[config.mk]
export PLATFORM = sky130hd
export DESIGN_NAME = mc_response_stats
export DESIGN_NICKNAME = d
export VERILOG_FILES = /design/src/rtl/mc_response_stats.sv
export SDC_FILE = /design/constraint.sdc
export NUM_CORES = 1
export LEC_CHECK = 0
export CAP_MARGIN = 20
export CORE_AREA = 2 2 140 142
export DETAILED_ROUTE_END_ITERATION = 8
export DIE_AREA = 0 0 142 144
export PLACE_DENSITY = 0.77
export SETUP_SLACK_MARGIN = 0.2
export SLEW_MARGIN = 10
export SYNTH_ARGS = -nofsm -noshare
export SYNTH_HDL_FRONTEND = slang
export SYNTH_SLANG_ARGS = --single-unit
export TNS_END_PERCENT = 10
[constraint.sdc]
create_clock -name clock -period 5.91 [get_ports clock]
set_input_delay 0.591 -clock clock [delete_from_list [all_inputs] [get_ports clock]]
set_output_delay 0.591 -clock clock [all_outputs]
set_load 0.03 [all_outputs]
[src/rtl/mc_response_stats.sv]
// Batch statistics collector for the Monte Carlo response stream.
// Accumulates count/sum/min/max over a batch and emits one summary record per batch.
module mc_response_stats #(
    parameter int DATA_W  = 32,
    parameter int COUNT_W = 16,
    parameter int SUM_W   = 48
) (
    input  logic               clock,
    input  logic               reset,
    input  logic [COUNT_W-1:0] cfg_batch_size,
    input  logic               in_valid,
    output logic               in_ready,
    input  logic [DATA_W-1:0]  in_bits,
    output logic               out_valid,
    input  logic               out_ready,
    output logic [COUNT_W-1:0] out_count,
    output logic [SUM_W-1:0]   out_sum,
    output logic               out_sum_ovf,
    output logic [DATA_W-1:0]  out_min,
    output logic [DATA_W-1:0]  out_max,
    output logic               busy
);

    typedef enum logic {
        ACCUM = 1'b0,
        EMIT  = 1'b1
    } state_t;

    state_t             state_q, state_d;
    logic [COUNT_W-1:0] count_q, count_d;
    logic [COUNT_W-1:0] target_q, target_d;
    logic [SUM_W-1:0]   sum_q, sum_d;
    logic               ovf_q, ovf_d;
    logic [DATA_W-1:0]  min_q, min_d;
    logic [DATA_W-1:0]  max_q, max_d;

    logic               accept;
    logic [COUNT_W-1:0] batch_tgt;
    logic [SUM_W:0]     sum_ext;

    function automatic logic [DATA_W-1:0] umin(input logic [DATA_W-1:0] a,
                                               input logic [DATA_W-1:0] b);
        return (b < a) ? b : a;
    endfunction

    function automatic logic [DATA_W-1:0] umax(input logic [DATA_W-1:0] a,
                                               input logic [DATA_W-1:0] b);
        return (b > a) ? b : a;
    endfunction

    // A zero batch size is treated as one so every batch emits at least one sample.
    function automatic logic [COUNT_W-1:0] batch_target(input logic [COUNT_W-1:0] cfg);
        return (cfg == '0) ? COUNT_W'(1) : cfg;
    endfunction

    assign in_ready  = (state_q == ACCUM);
    assign out_valid = (state_q == EMIT);
    assign accept    = in_valid & in_ready;
    assign busy      = (count_q != '0) | out_valid;

    assign out_count   = count_q;
    assign out_sum     = sum_q;
    assign out_sum_ovf = ovf_q;
    assign out_min     = min_q;
    assign out_max     = max_q;

    always_comb begin
        state_d   = state_q;
        count_d   = count_q;
        target_d  = target_q;
        sum_d     = sum_q;
        ovf_d     = ovf_q;
        min_d     = min_q;
        max_d     = max_q;
        batch_tgt = target_q;
        sum_ext   = {1'b0, sum_q} + {{(SUM_W + 1 - DATA_W){1'b0}}, in_bits};

        case (state_q)
            ACCUM: begin
                if (accept) begin
                    // The batch size is captured only on the first sample of a batch.
                    if (count_q == '0) begin
                        batch_tgt = batch_target(cfg_batch_size);
                    end
                    target_d = batch_tgt;
                    count_d  = count_q + COUNT_W'(1);
                    sum_d    = sum_ext[SUM_W-1:0];
                    ovf_d    = ovf_q | sum_ext[SUM_W];
                    min_d    = umin(min_q, in_bits);
                    max_d    = umax(max_q, in_bits);
                    if (count_d == batch_tgt) begin
                        state_d = EMIT;
                    end
                end
            end
            EMIT: begin
                if (out_ready) begin
                    state_d = ACCUM;
                    count_d = '0;
                    sum_d   = '0;
                    ovf_d   = 1'b0;
                    min_d   = '1;
                    max_d   = '0;
                end
            end
            default: state_d = ACCUM;
        endcase
    end

    always_ff @(posedge clock) begin
        if (reset) begin
            state_q  <= ACCUM;
            count_q  <= '0;
            target_q <= COUNT_W'(1);
            sum_q    <= '0;
            ovf_q    <= 1'b0;
            min_q    <= '1;
            max_q    <= '0;
        end else begin
            state_q  <= state_d;
            count_q  <= count_d;
            target_q <= target_d;
            sum_q    <= sum_d;
            ovf_q    <= ovf_d;
            min_q    <= min_d;
            max_q    <= max_d;
        end
    end

endmodule

* Word level (Yosys, flattened, before mapping)
Index checks and enable logic that the tools add are counted.
** Word-level totals
- Bits in registers :: 146
- Input port bits :: 52
- Output and inout bits :: 132
- Word-level logic and storage cells :: 52
** Operators by class
- Add/sub/neg operators :: 2
- $lt $le $gt $ge :: 2
- Equal/unequal tests :: 5
- Multiplexer cells :: 25
- Bitwise operators :: 4
- Reductions and logical operators :: 7
** Operator list (number)
- $mux W32 :: 6
- $pmux W32 S2 :: 2
- $mux W16 :: 6
- $mux W48 :: 2
- $pmux W48 S2 :: 1
- $add A48 B32 Y49 :: 1
- $gt A32 B32 Y1 :: 1
- $logic_not A16 Y1 :: 2
- $lt A32 B32 Y1 :: 1
- $pmux W16 S2 :: 1
- $add A16 B1 Y16 const B :: 1
- $eq A16 B16 Y1 :: 1
- $reduce_bool A16 Y1 :: 1
- $ne A2 B1 Y1 const B :: 3
- $reduce_and A3 Y1 :: 2
- $mux W1 :: 5
- $pmux W1 S2 :: 2
- $reduce_and A2 Y1 :: 2
- $ne A2 B2 Y1 const B :: 1
- $or A1 B1 Y1 :: 2
- $and A1 B1 Y1 :: 1
- $not A1 Y1 :: 1

* Longest topological paths before layout
Gate-level depths: netlist of run 1.
- Depth after elaboration :: 9
- Gate-level depth with buffers :: 12
- Gate-level depth less buffers :: 11

* Least setup slack after synthesis of run 1
Ideal clock, no wire load.
- Path type :: in2reg
- Start point :: input port in_bits[0]
- End point :: register sum_q[42] (netlist: out_sum[42])
- Library setup time :: 118 ps
- Arrival :: 2878 ps
- Required time :: 5792 ps
- Slack :: 2914 ps
- Stages :: 11
- Buffers on the path :: 0
- Cell sequence :: ha_1 > fa_1 > a21o_1 > nand3_1 > a21boi_1 > o31ai_2 > a21oi_2 > o41ai_4 > nor3_2 > and3_4 > mux2i_1
** Between the ends
- Word-level cells in the longest chain between the ends :: 3
** Ends and longest elaborated chain
- start: declaration :: RTL line 13 : input logic [DATA_W-1:0] in_bits,
- $add A48 B32 Y49 :: RTL line 76 : sum_ext = {1'b0, sum_q} + {{(SUM_W + 1 - DATA_W){1'b0}}, in_bits};
- $mux W48 :: RTL line 80 : if (accept) begin
- $pmux W48 S2 :: RTL line 78 : case (state_q)
- end signal: assignment :: RTL line 123 : sum_q <= sum_d;
- end: declaration :: RTL line 32 : logic [SUM_W-1:0] sum_q, sum_d;
Every way passes these cells. The select of a mux whose other input is x is not followed.
A chain may end at the register's enable or synchronous reset.

* Worst setup path in the final report of run 1
- Start point :: input port in_bits[25]
- End point :: register min_q[15] (netlist: out_min[15])
** Between the ends
- Word-level cells in the longest chain between the ends :: 3
** Ends and longest elaborated chain
- $lt A32 B32 Y1 :: RTL line 43 : return (b < a) ? b : a;
- $ne A2 B1 Y1 (no line)
- $reduce_and A3 Y1 (no line)
- end signal: assignment :: RTL line 125 : min_q <= min_d;
- end: declaration :: RTL line 34 : logic [DATA_W-1:0] min_q, min_d;
Every way passes these cells.

==> results of run 1 <==
cell families (layout without fill, tap and decap cells):
group / count (synthesis) / in the layout / share of synthesized area (%)
muxes: 52 / 52 / 5.55
DFF: 146 / 146 / 31.2
xor gates and xnor gates: 63 / 63 / 5.89
AOI/OAI and AO/OA: 286 / 286 / 20.7
buffers and inverters: 126 / 298 / 5.19
adders and majority gates: 98 / 98 / 13.2
and+or+nand+nor: 373 / 373 / 18.3
critical path, stage by stage:
cell and delay [ns]:
clkdlybuf4s50_1 0.52, ha_1 0.35, and3_1 0.16, nand3_1 0.12
or4_1 0.63, o31ai_4 0.90, buf_4 0.47, mux2i_1 0.24
how the worst max path moves through the flow:
stage / endpoint / slack [ns] / cells after the start
2_1_floorplan: out_sum[42] / 2.91 / 11
3_3_place_gp: out_min[31] / 1.98 / 8
3_5_place_dp: out_min[24] / 1.91 / 8
4_1_cts: out_min[15] / 2.30 / 8
5_1_grt: out_min[26] / 2.18 / 8
6_report: out_min[15] / 2.27 / 8
stage by stage:
stage	power, uW	hold slack (ns)	util [%]	cells
floorplan	1840	0.436	-	1144
global placement	2180	0.441	59.7	1522
detailed placement	2190	0.448	59.7	1522
CTS	3350	0.457	63.0	1554
global route	3500	0.479	63.0	1554
finish	3340	0.457	63.0	1554
cell usage in the layout, fill, tap and decap left out, types with 4 or more instances in the layout:
master             n
clkdlybuf4s50_1  182
nor3_1            41
a21oi_1           68
nor4_1            10
inv_1             72
a21o_1            41
a21boi_0           4
and3_1            11
buf_4             10
xnor2_1           42
o211ai_1           7
nand4_1           22
clkbuf_16         17
a22oi_1           27
clkbuf_1           4
nor2_1           139
o21ai_0           49
nand3_1           23
a211oi_1           7
xor2_1            21
nand2_1           89
ha_1              97
and2_1             8
nor2b_1            5
o21a_1             5
a31o_2            35
dfxtp_1          146
bufinv_16          4
o21bai_1           6
mux2i_1           52
a31oi_1            6
or2_2              5
nand2b_1           8
layout make-up:
type                            instances  area, sq um  area share [%]
Multi-Input combinational cell        872         6000            49.9
Sequential cell                       146         2920            24.3
Tap cell                              238          298            2.48
Inverter                               73          274            2.28
Timing Repair Buffer                  193         1900            15.8
Clock buffer                           23          468            3.89
Clock inverter                          9          154            1.28
power groups by stage:
stage / logic (uW) / registers [uW] / clock network, uW
2_1_floorplan: 569 / 1280 / 0
3_3_place_gp: 1030 / 1150 / 0
3_5_place_dp: 1040 / 1150 / 0
4_1_cts: 1050 / 1130 / 1160
5_1_grt: 1150 / 1140 / 1210
6_report: 1050 / 1130 / 1150
layer usage:
| metal | wire, microns | vias to the layer above | global-route usage (%) | share of wire (%) |
|---|---|---|---|---|
| met5 | 0 | - | 0 | 0 |
| met4 | 638 | 0 | 10.1 | 2.4 |
| met3 | 1690 | 50 | 5.26 | 6.3 |
| met2 | 12300 | 299 | 42.5 | 46 |
| met1 | 12100 | 4130 | 34.2 | 45 |
| li1 | - | 4399 | - | - |
flip-flops by register name, indices dropped and copies added, names as in the netlist:
register and cells:
out_valid 1, out_min 32, out_max 32, target_q 16
out_sum 48, out_count 16, out_sum_ovf 1
==> results.json, run 1 <==
{
  "status": "finished clean",
  "vias_per_cell": 5.71,
  "ctsHtreeMaxLevel": 4,
  "grt_usage_pct": 26.1,
  "r2r_slack_ns": 2.58,
  "cts_tree": "done",
  "nFillCells": 1642,
  "finalHoldViolCount": 0,
  "p_switching_uw": 1110,
  "drtIter0Drc": 544,
  "hold_buffers": 0,
  "critical_path_class": "in2reg",
  "hold_class": "reg2reg",
  "p_int_uw": 2230,
  "fin_ws_ns": 2.27,
  "area_growth_pct": 28.2,
  "clock_path_buffers": 2,
  "maxCapViolations": 0,
  "dp_hpwl_microns": 19500,
  "ff2ff_path_depth": 8,
  "period_share_pct": 61.6,
  "core_area_sq_um": 19100,
  "whs_endpoint": "target_q[6]",
  "yosysTopAreaCell": "dfxtp_1",
  "ys_async_sr_fraction_pct": 0,
  "synth_edf_count": 0,
  "dpl_worst_slack_ns": 1.91,
  "clkSinkCount": 146,
  "holdPathStages": 2,
  "placed_cell_area_sq_um": 11400,
  "dieArea_sq_um": 20400,
  "insertion_delay_ns": 0.43,
  "ir_drop_mv": 0.227,
  "rsz0062_at_grt": "no",
  "fmax_ghz": 0.275,
  "netlist_area_sq_um": 9370,
  "start_util_pct": 49.1,
  "wl_microns": 26700,
  "design_area_sq_um": 12000,
  "slew_viol_final": 0,
  "numCtsBuffers": 17,
  "cp_data_arrival_time_ns": 3.99,
  "yosys-top-cells-area": "dfxtp_1, ha_1, nor2_1",
  "wl_per_cell_microns": 17.2,
  "gp_congestion": 0.881,
  "yosysMostFrequentCell": "dfxtp_1",
  "syn_nets": 1294,
  "grt-ovfl-total": 0,
  "worst_r2r_endpoint": "out_min[15]",
  "crit_path_start": "in_bits[25]",
  "chipHeight_microns": 144,
  "drive_gt1_share_pct": 7.07,
  "drt_first_pass_iters": 5,
  "crit_path_end_kind": "register",
  "post_cts.repair.setup_buffers": 0,
  "grt_pass1_vias": 8423,
  "seq_power_share_pct": 33.9,
  "syn_inst": 1144,
  "synth-seq-area-share_pct": 31.2,
  "num_vias": 8878,
  "rows": 51,
  "clkPwrFrac_pct": 34.5,
  "min_period_ns": 3.64,
  "drc_errors": 0,
  "setup_viol": 0,
  "tightest_slew_ns": 1.06,
  "port_buffers": 183,
  "critPathRequiredTime_ns": 6.26,
  "cp-start-kind": "primary input",
  "static-leakage-power_uw": 0.00528,
  "slew-limit-headroom_pct": 29.5,
  "synth-seq-cells": 146,
  "fin_worst_skew_ns": 0.0128,
  "fin_setup_tns_ns": 0,
  "path_clk_slew_ns": 0.06,
  "ys_types": 65,
  "antenna_found_initial": 0,
  "p_sw_share_pct": 33.1,
  "grt_max_degree": 79,
  "avgSynthCellArea_sq_um": 8.19,
  "timing.rr.start": "out_min[25]",
  "cts_resized": 0,
  "power_frac_comb_pct": 31.6,
  "ant_nets": 0,
  "fin_nets": 1453,
  "grt_pass1_wl_microns": 42700,
  "synth_top_area_share_pct": 31.2,
  "diodes": 0,
  "cp_max_fo": 19,
  "die_x_microns": 142,
  "yosysWarnings": 0,
  "cellPowerDensity_nw_per_um2": 278,
  "clock-root-buffer": "clkbuf_16",
  "ys.flop_type": "dfxtp_1",
  "ios": 184,
  "hold_start": "target_q[6]",
  "ys_top_cells_by_count": "dfxtp_1, nor2_1, ha_1, nand2_1, inv_1"
}
Note: power is estimated with default switching activity, not from simulation.
==> run 2, diff against run 1 <==
Settings changed: CORE_AREA 2 2 140 142 to 2 2 143 145, DIE_AREA 0 0 142 144 to 0 0 145 147.
Clock period 5.91 ns to 2.92 ns, I/O delays scaled along.
==> results.json, run 2 (synthesis gave the netlist of run 1 again) <==
{
  "ff2ff_path_depth": 14,
  "rsz0062_at_grt": "yes",
  "dp_hpwl_microns": 21100,
  "clkPwrFrac_pct": 32.6,
  "largest_reg_flops": 48,
  "hold_class": "in2reg",
  "num_vias": 9428,
  "stdcell_count": 1709,
  "busiest_layer": "met2",
  "holdPathStages": 2,
  "maxCapViolations": 0,
  "fin_nets": 1576,
  "cts_tree": "done",
  "rows": 52,
  "path_clk_slew_ns": 0.06,
  "clock-root-buffer": "clkbuf_16",
  "chipHeight_microns": 147,
  "cellPowerDensity_nw_per_um2": 538,
  "grt_max_degree": 79,
  "grtUsageMet3_pct": 6.43,
  "die_x_microns": 145,
  "seq_power_share_pct": 32.5,
  "setup_viol": 0,
  "p_int_uw": 4720,
  "grt_usage_pct": 25.9,
  "ios": 184,
  "drt_first_pass_iters": 6,
  "grt_util_met1_pct": 32.2,
  "tightest_slew_ns": 0.928,
  "placed_cell_area_sq_um": 12300,
  "antenna_found_initial": 1,
  "final_common_cell": "clkdlybuf4s50_1",
  "period_share_pct": 90.8,
  "slew_viol_final": 0,
  "grt_use_met2_pct": 43.8,
  "power_frac_comb_pct": 34.9,
  "drtIter0Drc": 545,
  "fmax_ghz": 0.377,
  "clkSinkCount": 146,
  "fin_worst_skew_ns": 0.00550,
  "dieArea_sq_um": 21300,
  "grt-ovfl-total": 0,
  "placedCellCount": 1666,
  "p_sw_share_pct": 33.3,
  "slew-limit-headroom_pct": 37.9,
  "drc_errors": 0,
  "fin_setup_tns_ns": 0,
  "cp-start-kind": "register",
  "insertion_delay_ns": 0.43,
  "static-leakage-power_uw": 0.00596,
  "ctsHtreeMaxLevel": 4,
  "ir_drop_mv": 0.433,
  "min_period_ns": 2.65,
  "finalHoldViolCount": 0,
  "numCtsBuffers": 17,
  "clock_path_buffers": 2,
  "core_area_sq_um": 19800,
  "crit_path_end_kind": "register",
  "ant_nets": 0,
  "final_cell_mix": "clkdlybuf4s50_1, dfxtp_1, nor2_1",
  "wl_per_cell_microns": 16.8,
  "status": "finished clean",
  "critPathRequiredTime_ns": 3.23,
  "fin_util_pct": 66.4,
  "p_switching_uw": 2360,
  "cp_data_arrival_time_ns": 2.97,
  "critical_path_class": "reg2reg",
  "area_growth_pct": 40.5,
  "start_util_pct": 47.2,
  "grt_pass1_wl_microns": 44700,
  "hold_buffers": 0,
  "gp_congestion": 0.924,
  "drive_gt1_share_pct": 16.8,
  "port_buffers": 183,
  "wl_microns": 28800,
  "vias_per_cell": 5.52,
  "design_area_sq_um": 13200,
  "grt_pass1_vias": 9069,
  "cp_max_fo": 6
}
[run 2: cell count changes in the layout (fill, tap and decap cells not counted), moves of 4 or more]
| cell | before | now |
|---|---|---|
| buf_4 | 10 | 125 |
| dfxtp_2 | 0 | 4 |
| buf_6 | 0 | 4 |
| clkdlybuf4s50_1 | 182 | 178 |
| clkbuf_1 | 4 | 0 |
| dfxtp_1 | 146 | 142 |
[run 2: final cells by class]
cell class                      count  area [sq um]
Fill cell                        1582          6680
Multi-Input combinational cell    872          6110
Sequential cell                   146          2930
Timing Repair Buffer              316          2900
Clock buffer                       17           425
Tap cell                          270           338
Inverter                           73           274
Clock inverter                     14           190
Antenna cell                        1          2.50
[run 2: per-stage QoR]
stage	setup slack, ns	power [uW]	hold slack, ns
after floorplan	0.184	3730	0.428
after CTS	0.0934	7060	0.389
after global routing	0.138	7420	0.336
after detailed placement	-0.343	4730	0.449
after global placement	-0.233	4680	0.441
final	0.268	7080	0.305
[run 2: worst paths after layout]
kind | slack (ns) | startpoint | endpoint
setup reg to reg | 0.27 | out_min[17] | out_min[22]
hold reg to reg | 0.46 | target_q[8] | target_q[8]
setup / recovery | 0.27 | out_min[17] | out_min[22]
hold / removal | 0.30 | in_bits[25] | out_max[25]
[run 2: per-layer routing]
layer	share of wire, %	up-vias
met1	43	4385
met2	47	341
met3	7.7	56
met4	2.7	0
li1	-	4646
met5	0	-
[run 2: timing repair]
action	CTS	global route
cloned	0	3
resized for setup	9	30
endpoints found under the setup margin	31	87
buffers inserted	3	5
pin swaps	2	10
[run 2: power by group through the flow]
stage          clock network (uW)  logic (uW)  registers (uW)
3_5_place_dp                    0        2380            2340
4_1_cts                      2350        2410            2300
6_report                     2310        2470            2300
3_3_place_gp                    0        2340            2340
5_1_grt                      2430        2670            2320
2_1_floorplan                   0        1150            2580
[run 2: worst max-delay path, stage by stage (launching register included)]
cell       delay (ns)
dfxtp_1          0.37
inv_1            0.05
ha_1             0.29
a21o_1           0.16
a21o_1           0.18
a21oi_2          0.15
nor2_1           0.07
a211oi_2         0.19
o21ai_0          0.10
a41oi_1          0.29
buf_4            0.17
o31ai_4          0.06
buf_4            0.15
clkbuf_16        0.17
mux2i_1          0.12
==> run 3, diff against run 2 <==
Settings changed: CAP_MARGIN 20 to default.
Clock period 2.92 ns to 2.15 ns, I/O delays scaled along.
==> results.json, run 3 (synthesis gave the netlist of run 1 again) <==
{
  "violations": "setup timing",
  "chipHeight_microns": 147,
  "cp_cell_sequence": "ha_4, fa_2, a21o_1, nand3_2, a21boi_4, o31ai_2, buf_4, a21oi_4, o41ai_4, nor3_2, and3_4, mux2i_4",
  "status": "finished, violations left",
  "antenna_found_initial": 1,
  "port_buffers": 183,
  "fin_util_pct": 78.0,
  "p_sw_share_pct": 36.0,
  "finalHoldViolCount": 0,
  "cellPowerDensity_nw_per_um2": 673,
  "cp_data_arrival_time_ns": 3.01,
  "gp_congestion": 0.939,
  "tightest_slew_ns": 0.548,
  "r2r_slack_ns": -0.54,
  "cts_tree": "done",
  "diodes": 0,
  "wl_per_cell_microns": 18.8,
  "hold_buffers": 0,
  "slew-limit-headroom_pct": 63.4,
  "clock-root-buffer": "clkbuf_16",
  "static-leakage-power_uw": 0.00706,
  "worst_r2r_endpoint": "out_sum[42]",
  "drt_first_pass_iters": 6,
  "total_power_uw": 10400,
  "start_util_pct": 47.2,
  "area_growth_pct": 65.1,
  "critPathRequiredTime_ns": 2.48,
  "path_clk_slew_ns": 0.07,
  "final_common_cell": "buf_4",
  "fmax_ghz": 0.372,
  "slew_viol_final": 0,
  "grt_usage_pct": 31.7,
  "stdcell_count": 1909,
  "die_x_microns": 145,
  "core_area_sq_um": 19800,
  "vias_per_cell": 5.72,
  "dieArea_sq_um": 21300,
  "min_period_ns": 2.69,
  "power_frac_comb_pct": 41.5,
  "rows": 52,
  "wl_microns": 35900,
  "largest_reg_flops": 48,
  "final_cell_mix": "buf_4, clkdlybuf4s50_1, nor2_1",
  "p_int_uw": 6670,
  "ir_drop_mv": 0.608,
  "rsz0062_at_grt": "yes",
  "period_share_pct": 125,
  "fin_worst_skew_ns": 0.0112,
  "grt-ovfl-total": 0,
  "numCtsBuffers": 17,
  "crit_path_end": "out_sum[42]",
  "clock_path_buffers": 2,
  "clkPwrFrac_pct": 28.8,
  "seq_power_share_pct": 29.7,
  "dp_hpwl_microns": 23800,
  "crit_path_end_kind": "register",
  "slowest_delay_ns": 0.36,
  "cp_max_fo": 4,
  "fin_nets": 1776,
  "num_vias": 10923,
  "crit_slowest_cell": "o41ai_4",
  "ios": 184,
  "setup_viol": 101,
  "critical_path_class": "reg2reg",
  "grt_pass1_vias": 11032,
  "p_switching_uw": 3740,
  "clkSinkCount": 146,
  "grt_max_degree": 79,
  "cp-start-kind": "register",
  "ctsHtreeMaxLevel": 4,
  "ant_nets": 0,
  "drtIter0Drc": 818,
  "timing.rr.start": "out_sum[0]",
  "fin_setup_tns_ns": -30.25,
  "maxCapViolations": 0,
  "placedCellCount": 1847,
  "drive_gt1_share_pct": 35.4,
  "insertion_delay_ns": 0.44,
  "hold_class": "in2reg",
  "fin_ws_ns": -0.538,
  "drc_errors": 0,
  "grt_pass1_wl_microns": 55000,
  "crit_path_start": "out_sum[0]",
  "ff2ff_path_depth": 12
}
## run 3: worst max-delay path, delay by kind of cell, from the launching register on
kind	cells	cell delay (ns)
compound gates	5	0.91
fa+ha+maj	2	0.51
flops	1	0.35
buf+inv	1	0.18
simple gates	3	0.44
mux	1	0.19
## run 3: worst min-delay path by stage
stage          slack (ns)          startpoint  cells after the start            to
3_3_place_gp         0.44         target_q[1]                      2   target_q[1]
2_1_floorplan        0.35  cfg_batch_size[10]                      2  target_q[10]
4_1_cts              0.08               reset                      3   target_q[0]
5_1_grt              0.08               reset                      3   target_q[0]
3_5_place_dp         0.45         target_q[7]                      2   target_q[7]
6_report             0.09               reset                      3   target_q[0]
## run 3: power groups by stage
stage	registers (uW)	clock network (uW)	logic, uW
5_1_grt	3110	3140	4600
2_1_floorplan	3530	0	1640
3_5_place_dp	3130	0	3810
4_1_cts	3080	3010	4080
3_3_place_gp	3120	0	3710
6_report	3090	3000	4330
## run 3: layout make-up
type                    count  area, sq um
clock buffers              17          425
clock inverters            15          144
fillers                  1239         4370
inverters                  73          282
multi-input cells         872         6790
flip-flops and latches    146         3020
well taps                 270          338
repair buffers            516         4480
## run 3: routing by layer
metal / global-route usage, % / up-vias / wire, microns
met3: 6.12 / 146 / 2570
li1: - / 5049 / -
met4: 16.0 / 0 / 1710
met1: 36.8 / 5183 / 13800
met2: 56.1 / 545 / 17800
met5: 0 / - / 0
## run 3: repair_timing
item,CTS,global route
endpoints found under the setup margin,113,116
cloned,1,2
setup buffers,17,10
resized for setup,100,49
pin swaps,55,39
## run 3: through the flow
stage | setup slack (ns) | instance area, sq um | hold WS (ns)
6_report | -0.538 | 15500 | 0.0885
5_1_grt | -0.596 | 15500 | 0.0832
4_1_cts | -0.426 | 15100 | 0.0807
3_5_place_dp | -0.923 | 14000 | 0.447
3_3_place_gp | -0.821 | 14000 | 0.441
2_1_floorplan | -0.328 | 9750 | 0.351
==> RTL edit (config.mk and constraints of run 1) <==
Add an input register stage for `cfg_batch_size`; this delays it by one clock. The other inputs are not delayed to match.
--- a/src/rtl/mc_response_stats.sv
+++ b/src/rtl/mc_response_stats.sv
@@ -25,6 +25,12 @@
         ACCUM = 1'b0,
         EMIT  = 1'b1
     } state_t;
+
+    logic [COUNT_W-1:0] cfg_batch_size_q;
+
+    always_ff @(posedge clock) begin
+        cfg_batch_size_q <= cfg_batch_size;
+    end
 
     state_t             state_q, state_d;
     logic [COUNT_W-1:0] count_q, count_d;
@@ -80,7 +86,7 @@
                 if (accept) begin
                     // The batch size is captured only on the first sample of a batch.
                     if (count_q == '0) begin
-                        batch_tgt = batch_target(cfg_batch_size);
+                        batch_tgt = batch_target(cfg_batch_size_q);
                     end
                     target_d = batch_tgt;
                     count_d  = count_q + COUNT_W'(1);
Function: changed (Yosys sat finds a counterexample within 4 cycles, from zero or initial values and one cycle with reset high).
==> RTL edit against run 1 <==
- power up 13%
- non-clock buffer count rose by 6
- synthesized area up 15%
- sequential cell count grew 16
- worst setup slack better by 65 ps
- count of clock-buffer cells in the layout is 6 lower
- final area up 10%
- wire length rose by 17%
- critical path type unchanged
- critical endpoint is now out_sum[37]
==> RTL edit: results (changes against run 1) <==
| Metric | Value |
|---|---|
| Leak | 5.54 nW (+4.8%) |
| Total global-route track usage | 30.1% (+4.0 points) |
| Slew headroom | 29.9% (+0.39 points) |
| Non-clock buffer share | 14.7% (-1.2 points) |
| Fillers | 1624 (-1.1%) |
| First-pass GRT wire length | 49.4 mm (+16%) |
| DRT Pass-1 Iters | 6 (+1) |
| Met2 usage | 52.8% (+10 points) |
| Worst hold path type | primary input to flop |
| Post-CTS Resized | 0 (unchanged) |
| Global-route met1 utilization | 38.0% (+3.8 points) |
| Total nets after synthesis | 1508 (+17%) |
| Post-synthesis cell count | 1358 (+19%) |
| DRT Wirelength | 31.3 mm (+17%) |
| Post-synthesis adder-cell area fraction | 11.5% (-1.7 points) |
| Worst Skew | 11.7 ps (-1.15 ps) |
| Hold Crit Start | reset |
| # nets final | 1648 (+13%) |
| Number of synthesized flops with an enable pin | 0 (unchanged) |
| Worst-case reg-to-reg path depth | 10 (+2) |
| Layout clock area frac | 4.37% (-0.80 points) |
| Inverters | 82 (+12%) |
| WP data arrival | 3910 ps (-80 ps) |
| Hold_ws | 437 ps (-19.7 ps) |
| Distinct cells, synth | 72 (+11%) |
| Placed cell area | 12700 µm² (+11%) |
| Area Overhead vs Synth | 23.5% |
| Drt wl/cell | 17.9 µm (+4.3%) |
| Worst Path Max Fanout | 8 (-11) |
| Yosys reg bits | 162 (+11%) |
| Fmax | 280 MHz (+1.8%) |
| Via density per instance | 6.03 (+5.6%) |
| Commonest cells post-synth | 162 x dfxtp_1, 136 x nand2_1, 132 x nor2_1, 115 x a21oi_1, 97 x ha_1 |
| Register area | 3240 µm² (+11%) |
| Max reg flops | 48 (unchanged) |
| Multi-input combinational cell count | 1036 (+19%) |
| Gpl congestion | 0.990 (+12%) |
| Reg-to-Reg End | out_sum[28] |
| Hpwl dp | 22.2 mm (+14%) |
| GRT met3 Usage | 4.87% (-0.40 points) |
| Xor/xnor cell area share of the yosys netlist | 4.04% (-1.8 points) |
| Clk pin slew, worst setup/hold paths | 70 ps |
| Share of cells above drive strength 1 | 5.16% (-1.9 points) |
| Sequential fraction of the synthesis area | 30.2% (-1.0 points) |
| DP Cell Count | 1717 (+13%) |
| Status | complete, no violations |
| Critical Path End | out_sum[37] |
| DRT iter0 DRCs | 616 (+13%) |
| Largest net degree at the start of global routing | 96 (+22%) |
| Peak supply drop | 0.230 mV (+1.0%) |
| Worst R2R Start | out_sum[0] |
| Complex-gate fraction of the synthesized area | 21.9% (+1.2 points) |
| Dominant cells by area after synthesis | dfxtp_1 30%, ha_1 11%, a21oi_1 5.4% |
| Post-place setup slack | 1970 ps (+55.3 ps) |
| Worst hold path endpoint | out_count[0] |
| Nonclk buf count | 199 (+3.1%) |
| Multi-input combinational area share | 52.0% (+2.1 points) |
| Vias in the first global route | 9890 (+17%) |
| Mux contribution to synthesized area | 4.95% (-0.61 points) |
| R2R setup slack | 2800 ps (+220 ps) |
==> RTL edit: metal layers <==
layer	routed length (µm)	part of all wire [%]
met3	1980	6.3
met2	15100	48
met1	13500	43
met5	0	0
met4	661	2.1
==> RTL edit: logic make-up after synthesis <==
family,after synthesis
compound gates,356
buf+inv,160
xor+xnor,48
simple gates,481
flops,162
fa+ha+maj,98
mux,53
==> RTL edit: worst max-delay path: stages <==
cell	delay [ps]
clkdlybuf4s50_1	610
ha_1	460
a21oi_1	220
o22ai_2	140
a41oi_2	260
o311ai_1	160
a2111o_1	460
a2111oi_4	670
nor2_1	90
a32o_1	240
==> RTL edit: where the power goes <==
group	switching [mW]	internal (mW)	leakage (nW)
clock network	0.540	0.569	0.286
registers	0.107	1.20	1.33
logic	0.814	0.555	3.92
